[config.mk]
export PLATFORM = sky130hd
export DESIGN_NAME = mem_access_unit
export DESIGN_NICKNAME = d
export VERILOG_FILES = /design/src/rtl/mem_pkg.sv /design/src/rtl/mem_access_unit_lane_align.sv /design/src/rtl/mem_access_unit.sv
export SDC_FILE = /design/constraint.sdc
export NUM_CORES = 1
export LEC_CHECK = 0
export ABC_AREA = 0
export BUFFER_PORTS_ARGS = -buffer_cell sky130_fd_sc_hd__clkbuf_2
export CAP_MARGIN = 40
export CORE_MARGIN = 4
export CORE_UTILIZATION = 54
export DETAILED_ROUTE_END_ITERATION = 6
export PLACE_DENSITY = 0.91
export SLEW_MARGIN = 10
export SYNTH_ARGS = -nofsm -noshare
export SYNTH_HDL_FRONTEND = slang
export SYNTH_SLANG_ARGS = --single-unit
[constraint.sdc]
create_clock -name clk -period 6.7 [get_ports clk]
set_input_delay 1.675 -clock clk [delete_from_list [all_inputs] [get_ports clk]]
set_output_delay 1.675 -clock clk [all_outputs]
set_load 0.02 [all_outputs]
[src/rtl/mem_pkg.sv]
// Shared encodings for the memory access unit: op codes, exception causes,
// FSM states and the access-size decode used by the top and the lane aligner.
package mem_pkg;

  localparam logic [3:0] OP_NONE = 4'd0;
  localparam logic [3:0] OP_LW   = 4'd1;
  localparam logic [3:0] OP_LH   = 4'd2;
  localparam logic [3:0] OP_LHU  = 4'd3;
  localparam logic [3:0] OP_LB   = 4'd4;
  localparam logic [3:0] OP_LBU  = 4'd5;
  localparam logic [3:0] OP_SW   = 4'd8;
  localparam logic [3:0] OP_SH   = 4'd9;
  localparam logic [3:0] OP_SB   = 4'd10;

  localparam logic [1:0] EXC_NONE   = 2'b00;
  localparam logic [1:0] EXC_ADEL   = 2'b01;
  localparam logic [1:0] EXC_ADES   = 2'b10;
  localparam logic [1:0] EXC_BUSERR = 2'b11;

  typedef enum logic [1:0] {ST_IDLE, ST_REQ, ST_DONE, ST_EXC} state_t;
  typedef enum logic [1:0] {SZ_NONE, SZ_B, SZ_H, SZ_W} size_t;

  // Unlisted codes decode to SZ_NONE so they behave exactly like OP_NONE.
  function automatic size_t op_size(input logic [3:0] op);
    case (op)
      OP_LW, OP_SW:          op_size = SZ_W;
      OP_LH, OP_LHU, OP_SH:  op_size = SZ_H;
      OP_LB, OP_LBU, OP_SB:  op_size = SZ_B;
      default:               op_size = SZ_NONE;
    endcase
  endfunction

  function automatic logic is_store(input logic [3:0] op);
    is_store = (op == OP_SW) || (op == OP_SH) || (op == OP_SB);
  endfunction

  function automatic logic is_unsigned(input logic [3:0] op);
    is_unsigned = (op == OP_LHU) || (op == OP_LBU);
  endfunction

endpackage

[src/rtl/mem_access_unit_lane_align.sv]
// Combinational little-endian lane handling: byte enables and replicated
// write data for stores, lane extraction and sign/zero extension for loads.
module mem_lane_align
  import mem_pkg::*;
(
  input  logic [3:0]  op,
  input  logic [1:0]  addr_lo,
  input  logic [31:0] wdata,
  input  logic [31:0] rdata,
  output logic [3:0]  be,
  output logic [31:0] lane_wdata,
  output logic [31:0] load_data
);

  size_t       size;
  logic [7:0]  rbyte;
  logic [15:0] rhalf;

  assign size  = op_size(op);
  assign rhalf = addr_lo[1] ? rdata[31:16] : rdata[15:0];

  always_comb begin
    case (addr_lo)
      2'd0:    rbyte = rdata[7:0];
      2'd1:    rbyte = rdata[15:8];
      2'd2:    rbyte = rdata[23:16];
      default: rbyte = rdata[31:24];
    endcase
  end

  always_comb begin
    be         = 4'b0000;
    lane_wdata = 32'd0;
    load_data  = 32'd0;
    case (size)
      SZ_W: begin
        be         = 4'b1111;
        lane_wdata = wdata;
        load_data  = rdata;
      end
      SZ_H: begin
        be         = addr_lo[1] ? 4'b1100 : 4'b0011;
        lane_wdata = {2{wdata[15:0]}};
        load_data  = is_unsigned(op) ? {16'd0, rhalf} : {{16{rhalf[15]}}, rhalf};
      end
      SZ_B: begin
        be         = 4'b0001 << addr_lo;
        lane_wdata = {4{wdata[7:0]}};
        load_data  = is_unsigned(op) ? {24'd0, rbyte} : {{24{rbyte[7]}}, rbyte};
      end
      default: ;
    endcase
    // Stores never return data to the pipeline.
    if (is_store(op)) load_data = 32'd0;
  end

endmodule

[src/rtl/mem_access_unit.sv]
// Pipeline memory stage with a req/ack data bus: stalls while an access is
// outstanding, raises alignment exceptions and a bus error on ack timeout.
module mem_access_unit
  import mem_pkg::*;
#(
  parameter int ADDR_W        = 32,
  parameter int TIMEOUT_CYC   = 16,
  parameter int ZERO_LOW_ADDR = 1
) (
  input  logic              clk,
  input  logic              reset,
  input  logic              in_valid,
  input  logic [3:0]        in_mem_op,
  input  logic [ADDR_W-1:0] in_addr,
  input  logic [31:0]       in_wdata,
  output logic              stall,
  output logic              out_valid,
  output logic [31:0]       out_rdata,
  output logic              out_exc,
  output logic [1:0]        out_exc_code,
  output logic              bus_req,
  output logic              bus_we,
  output logic [ADDR_W-1:0] bus_addr,
  output logic [3:0]        bus_be,
  output logic [31:0]       bus_wdata,
  input  logic [31:0]       bus_rdata,
  input  logic              bus_ack
);

  localparam logic [7:0] TO_LAST = 8'(TIMEOUT_CYC - 1);

  state_t            state, state_nx;
  logic [7:0]        wait_cnt;
  logic [3:0]        op_q;
  logic [ADDR_W-1:0] addr_q;
  logic [31:0]       wdata_q;
  logic [31:0]       rdata_q;
  logic [1:0]        exc_q;

  size_t       in_size;
  logic        in_mem;
  logic        misaligned;
  logic        timeout_hit;
  logic [3:0]  lane_be;
  logic [31:0] lane_wdata;
  logic [31:0] load_data;

  assign in_size     = op_size(in_mem_op);
  assign in_mem      = (in_size != SZ_NONE);
  assign timeout_hit = (wait_cnt == TO_LAST);
  assign stall       = in_valid && in_mem && (state != ST_DONE) && (state != ST_EXC);

  always_comb begin
    case (in_size)
      SZ_W:    misaligned = |in_addr[1:0];
      SZ_H:    misaligned = in_addr[0];
      default: misaligned = 1'b0;
    endcase
  end

  mem_lane_align u_lane (
    .op         (op_q),
    .addr_lo    (addr_q[1:0]),
    .wdata      (wdata_q),
    .rdata      (rdata_q),
    .be         (lane_be),
    .lane_wdata (lane_wdata),
    .load_data  (load_data)
  );

  always_ff @(posedge clk) begin
    if (!reset) begin
      state    <= ST_IDLE;
      wait_cnt <= 8'd0;
      op_q     <= OP_NONE;
      addr_q   <= '0;
      wdata_q  <= 32'd0;
      rdata_q  <= 32'd0;
      exc_q    <= EXC_NONE;
    end else begin
      state <= state_nx;
      case (state)
        ST_IDLE: begin
          if (in_valid && in_mem) begin
            op_q     <= in_mem_op;
            addr_q   <= in_addr;
            wdata_q  <= in_wdata;
            rdata_q  <= 32'd0;
            wait_cnt <= 8'd0;
            if (misaligned) exc_q <= is_store(in_mem_op) ? EXC_ADES : EXC_ADEL;
            else            exc_q <= EXC_NONE;
          end
        end
        ST_REQ: begin
          // An ack on the threshold cycle still completes normally.
          if (bus_ack) begin
            rdata_q <= bus_rdata;
          end else begin
            wait_cnt <= wait_cnt + 8'd1;
            if (timeout_hit) exc_q <= EXC_BUSERR;
          end
        end
        default: ;
      endcase
    end
  end

  always_comb begin
    state_nx     = state;
    out_valid    = 1'b0;
    out_rdata    = 32'd0;
    out_exc      = 1'b0;
    out_exc_code = EXC_NONE;
    bus_req      = 1'b0;
    bus_we       = 1'b0;
    bus_addr     = '0;
    bus_be       = 4'b0000;
    bus_wdata    = 32'd0;
    case (state)
      ST_IDLE: begin
        if (in_valid) begin
          if (!in_mem)         out_valid = 1'b1;
          else if (misaligned) state_nx  = ST_EXC;
          else                 state_nx  = ST_REQ;
        end
      end
      ST_REQ: begin
        bus_req   = 1'b1;
        bus_we    = is_store(op_q);
        bus_addr  = (ZERO_LOW_ADDR != 0) ? {addr_q[ADDR_W-1:2], 2'b00} : addr_q;
        bus_be    = lane_be;
        bus_wdata = lane_wdata;
        if (bus_ack)          state_nx = ST_DONE;
        else if (timeout_hit) state_nx = ST_EXC;
      end
      ST_DONE: begin
        out_valid = 1'b1;
        out_rdata = load_data;
        state_nx  = ST_IDLE;
      end
      ST_EXC: begin
        out_valid    = 1'b1;
        out_exc      = 1'b1;
        out_exc_code = exc_q;
        state_nx     = ST_IDLE;
      end
      default: state_nx = ST_IDLE;
    endcase
  end

endmodule

=== Word level (Yosys, flattened, before mapping) ===
Memories as Yosys holds them, arrays and structs flattened. A register that Yosys moved wholly into a read port is not among the register bits.
Index checks and enable logic that the tools add are counted.

* Bits in registers: 112
* Bits in read-only memories: 64
* Input bits: 104
* Output and inout port bits: 107
* Logic and storage cells: 98
* Memories kept: 2

* Add/subtract/negate cells: 1
* Equal/unequal tests: 28
* Shifts and indexed selects: 1
* Muxes and demuxes: 40
* Reductions and logical operators: 19

{| class="wikitable"
|+ Memory list
! memory !! words !! bits a word !! rd ports !! clocked after Yosys merged registers in !! write ports !! line !! RTL
|-
| (no name shown) || 16 || 2 || 1 || 0 || 0 || mem_pkg.sv:25 || <nowiki>case (op)</nowiki>
|-
| (no name shown) || 16 || 2 || 1 || 1 || 0 || mem_pkg.sv:25 ||
|}

{| class="wikitable"
|+ Operators by type and width
! kind !! number
|-
| 2-to-1 mux 32 bit || 8
|-
| one-hot mux 32 bit (3 select lines) || 2
|-
| one-hot mux 32 bit (2 select lines) || 1
|-
| equality test 4 bit, second input constant || 6
|-
| one-hot mux 8 bit (3 select lines) || 1
|-
| 2-to-1 mux 2 bit || 10
|-
| 2-to-1 mux 16 bit || 1
|-
| 2-to-1 mux 4 bit || 4
|-
| 2-to-1 mux 8 bit || 2
|-
| inequality test 2 bit, second input constant || 8
|-
| one-hot mux 8 bit (2 select lines) || 1
|-
| equality test 2 bit, second input constant || 7
|-
| one-hot mux 4 bit (3 select lines) || 1
|-
| AND reduction 3 bit || 3
|-
| adder 8 x 1 -> 8 bit, second input constant || 1
|-
| equality test 8 x 4 -> 1 bit, second input constant || 1
|-
| equality test 2 x 1 -> 1 bit, second input constant || 3
|-
| one-hot mux 2 bit (3 select lines) || 1
|-
| logical OR 1 bit || 5
|-
| 2-to-1 mux 1 bit || 5
|-
| equality test 4 x 2 -> 1 bit, second input constant || 1
|-
| equality test 4 x 3 -> 1 bit, second input constant || 1
|-
| logical NOT 2 bit || 2
|-
| one-hot mux 1 bit (2 select lines) || 2
|-
| 8 further kinds || 12
|}

=== Depth between registers and ports, before layout ===
* Depth in word-level cells: 7
* Depth in mapped cells: 7
* Depth with buffers taken out: 5

=== Modules after synthesis ===
From an unflattened synthesis, not the netlist that was laid out.

* Cell total of the unflattened synthesis: 896
* Area, all modules: 6897.9 µm²

{| class="wikitable"
|+ Modules (own cells, without submodules)
! module !! times used !! cells each !! area an instance (µm²) !! sequential area each (µm²)
|-
| mem_access_unit || 1 || 700 || 5526.6 || 2242.2
|-
| mem_lane_align || 1 || 196 || 1371.3 || 0.0
|}

=== Worst setup path before layout ===
Ideal clock, no wire load.

* Kind: input port to output port
* From: in in_mem_op[1]
* To: out out_valid
* Arrival time: 2.796 ns
* Required time: 5.025 ns
* Path slack: 2.229 ns
* Stages on the path: 4
* Path buffers: 1
* Cell sequence: buf_6 nor4_2 a211oi_1 o21ai_0

* Cells in the longest elaborated chain, start to end: 5

{| class="wikitable"
|+ Ends and longest elaborated chain
! element !! line !! RTL
|-
| from (decl) || mem_access_unit.sv:13 || <nowiki>input logic [3:0] in_mem_op,</nowiki>
|-
| memory (16 x 2 bit) || -- ||
|-
| nonzero test 2 bit || mem_access_unit.sv:49 || <nowiki>assign in_mem = (in_size != SZ_NONE);</nowiki>
|-
| 2-to-1 mux 1 bit || mem_access_unit.sv:122 || <nowiki>if (!in_mem) out_valid = 1'b1;</nowiki>
|-
| 2-to-1 mux 1 bit || mem_access_unit.sv:121 || <nowiki>if (in_valid) begin</nowiki>
|-
| one-hot mux 1 bit (2 select lines) || mem_access_unit.sv:119 || <nowiki>case (state)</nowiki>
|-
| to (decl) || mem_access_unit.sv:17 || <nowiki>output logic out_valid,</nowiki>
|}

No other way between the ends.

=== Worst setup path after layout ===
* From: in in_mem_op[1]
* To: out stall

* Cells in the longest elaborated chain, start to end: 5

{| class="wikitable"
|+ Ends and longest elaborated chain
! element !! line !! RTL
|-
| memory (16 x 2 bit) || -- ||
|-
| nonzero test 2 bit || mem_access_unit.sv:49 ||
|-
| logical AND 1 bit (3 in a row) || mem_access_unit.sv:51 || <nowiki>assign stall = in_valid && in_mem && (state != ST_DONE) && (state != ST_EXC);</nowiki>
|-
| to (decl) || mem_access_unit.sv:16 || <nowiki>output logic stall,</nowiki>
|}

No other way between the ends.

==> run_results.csv <==
group,metric,value,unit
run_status,status,"finished, final reports clean",
clock_tree,cts.clk_slew.worst_paths,0.06,ns
synth,yosysSeqAreaShare,38.2,%
clock_tree,ctsRootBufferMaster,"clkbuf_8",
synth,synth-edff-count,0,
floorplanning,dieArea,0.0128,mm2
synth,ys_top_cells_by_area,"dfxtp_1, a21oi_1, o21ai_0, nand3_1, a32o_1",
clock_tree,clock_latency,0.50,ns
pwr,p_leak,3.10,nW
clock_tree,cts_hold_buf,0,
layout,drive_gt1_share,31.1,%
pwr,sequentialPowerShare,38.7,%
route,viasPerCell,6.16,
setup_path,start_kind,"primary input",
route,drt_wl_total,19300,um
layout,fin_cells,1063,
setup_path,cp_max_fo,10,
grt,grt_pass1_vias,6073,
route,drtAntennaViolNets,0,
timing,setup_viol,0,
synth,syn_area,0.00598,mm2
clock_tree,cts_buffers,17,
synth,synth_warnings,0,
synth,synthXorXnorAreaFrac,0.879,%
timing,fin_setup_tns,0,ns
setup_path,arrival,3.09,ns
timing,finalHoldViolations,0,
pwr,internal-power,0.00141,W
pwr,vdd_drop_max,162,uV
synth,ys_ff_latch,114,
timing,max_slew_margin,38.5,%
pwr,power.density,253,mW/mm2
clock_tree,h-tree-depth,4,
synth,synth_cell_types,48,
grt,antenna_found_initial,0,
clock_tree,ctsLongestPathBuffers,2,
route,vias,6553,
place,gp_congestion,0.910,
grt,grt_use_total,29.1,%
floorplanning,fp.coreArea,0.0108,mm2
route,drtPass1Iterations,5,
synth,yosysTopAreaCellShare,38.2,%
clock_tree,cts-resized-gates,0,
timing,slew_violations,0,
synth,yosys.area_share.simple,19.5,%
route,drc,0,
grt,grt-ovfl-total,0,
synth,synth_compound_area_share,29.1,%
job,drv_cap,0,
place,place_inst,1031,
place,port_buffers,208,
setup_path,cpMostUsedCell,"clkbuf_2",
timing,finalCriticalPeriod,4.77,ns
setup_path,worst_ep_required_time,5.03,ns
pwr,swShare,26.8,%
synth,yosys.area_share.adder,0.209,%
clock_tree,cts_setup_buffers,0,
clock_tree,cts_tree,"done",
setup_path,path_cells,"clkbuf_2 > a21o_1 > a2111oi_0 > and2_1 > clkbuf_2",
pwr,combPwrFrac,12.1,%
setup_path,cp-end-kind,"output port",
grt,grt_pass1_wl,30600,um
synth,synth_top_family_by_area,"compound AO/OA/AOI/OAI gates",
floorplanning,initial_core_util,55.1,%
place,place_hpwl,12700,um
timing,grt_setup_unrepaired,"false",
layout,area_growth,27.3,%
clock_tree,cts_sinks,114,
timing,worst_pin_slew,0.922,ns
setup_path,slowest_stage,"a2111oi_0",
timing,finalCritPeriodShare,71.2,%
floorplanning,die_w,113,um
synth,synth_flop_cell,"dfxtp_1",
synth,ys_async_sr_fraction,0,%
layout,layout_common_cells,"clkbuf_2, a21oi_1, dfxtp_1",
grt,grt_max_degree,84,
pwr,switching_power,0.000515,W
timing,clock_skew,0.00769,ns
synth,yosysTopAreaCell,"dfxtp_1",
route,routedWlPerCell,18.2,um
route,first_iter_violations,837,
pwr,p_clk_share,49.2,%
timing,fmax,210,MHz
min_path,min_path_type,"register to register",
synth,syn-instance-count,753,
setup_path,max_stage_delay,0.61,ns
setup_path,critPathKind,"primary input to output port",
floorplanning,rows,38,
synth,synthMuxAreaShare,5.57,%
synth,syn_area_per_cell,7.94,um2
floorplanning,fp.dieH,113,um
layout,mostFrequentLayoutCell,"clkbuf_2",
layout,nets,1015,
layout,n_antenna_cell,0,
floorplanning,ios,211,
==> cell type report <==
class | instances | area, um2
multi-input cells | 547 | 3310
fillers | 890 | 3230
well taps | 140 | 175
inverters | 8 | 30.0
clock inverters | 14 | 204
clock buffers | 18 | 418
flip-flops and latches | 114 | 2280
repair buffers | 222 | 1180
==> worst paths after layout <==
path	from	end	slack, ns	cells after the start
max	in_mem_op[1]	stall	1.93	5
max reg2reg	state[0]	rdata_q[3]	3.94	6
min	addr_q[21]	addr_q[21]	0.47	2
min reg2reg	addr_q[21]	addr_q[21]	0.47	2
==> power groups by stage <==
stage / registers, W / clock network [W] / logic, W
finish: 0.000743 / 0.000947 / 0.000233
floorplan: 0.000740 / 0 / 0.000163
detailed placement: 0.000756 / 0 / 0.000228
global placement: 0.000755 / 0 / 0.000221
CTS: 0.000742 / 0.000951 / 0.000230
global route: 0.000747 / 0.000988 / 0.000255
==> state kept, by name, summed over array words and instances, names as in the netlist <==
name and flops:
rdata_q 32, state 2, addr_q 32, wdata_q 32
wait_cnt 8, op_q 4, u_lane.size 2, exc_q 2
==> routing by layer <==
metal	track usage, %	part of all wire, %	routed length (um)	vias to the layer above
li1	-	-	-	3059
met1	36.6	40	7680	3117
met2	47.7	49	9420	320
met3	6.15	7.8	1510	57
met4	13.7	3.7	717	0
met5	0	0	0	-
==> Yosys cell counts, drive strengths merged, types with 5 or more instances <==
library cell	count
mux2	24
and2	46
clkbuf	67
dfxtp	114
nand3	72
nand2	31
nor3	7
a22oi	23
a32o	32
nor2	40
a211oi	8
inv	7
o21ai	82
a21oi	117
and3	14
nand2b	5
buf	18
==> per-stage QoR <==
step	area [um2]	power, W	setup WS [ns]	hold slack [ns]	util [%]
2_1_floorplan	5980	0.000903	2.23	0.449	-
3_3_place_gp	6920	0.000976	2.06	0.457	63.8
3_5_place_dp	6980	0.000984	1.98	0.462	64.4
4_1_cts	7610	0.00192	1.97	0.470	70.2
5_1_grt	7610	0.00199	1.77	0.488	70.2
6_report	7610	0.00192	1.93	0.468	70.2
==> kinds of logic after synthesis <==
logic type                 count (synthesis)
xor gates and xnor gates                   6
other                                      1
muxes                                     29
DFF                                      114
and+or+nand+nor                          228
AOI/OAI and AO/OA                        281
adders and majority gates                  1
buffers and inverters                     93
==> critical path: cells and delay by family <==
family / cells / cell delay (ns)
buffers and inverters: 2 / 0.34
AO/OA/AOI/OAI: 2 / 0.88
AND/OR/NAND/NOR: 1 / 0.20
Power figures use the tool's default switching activity.
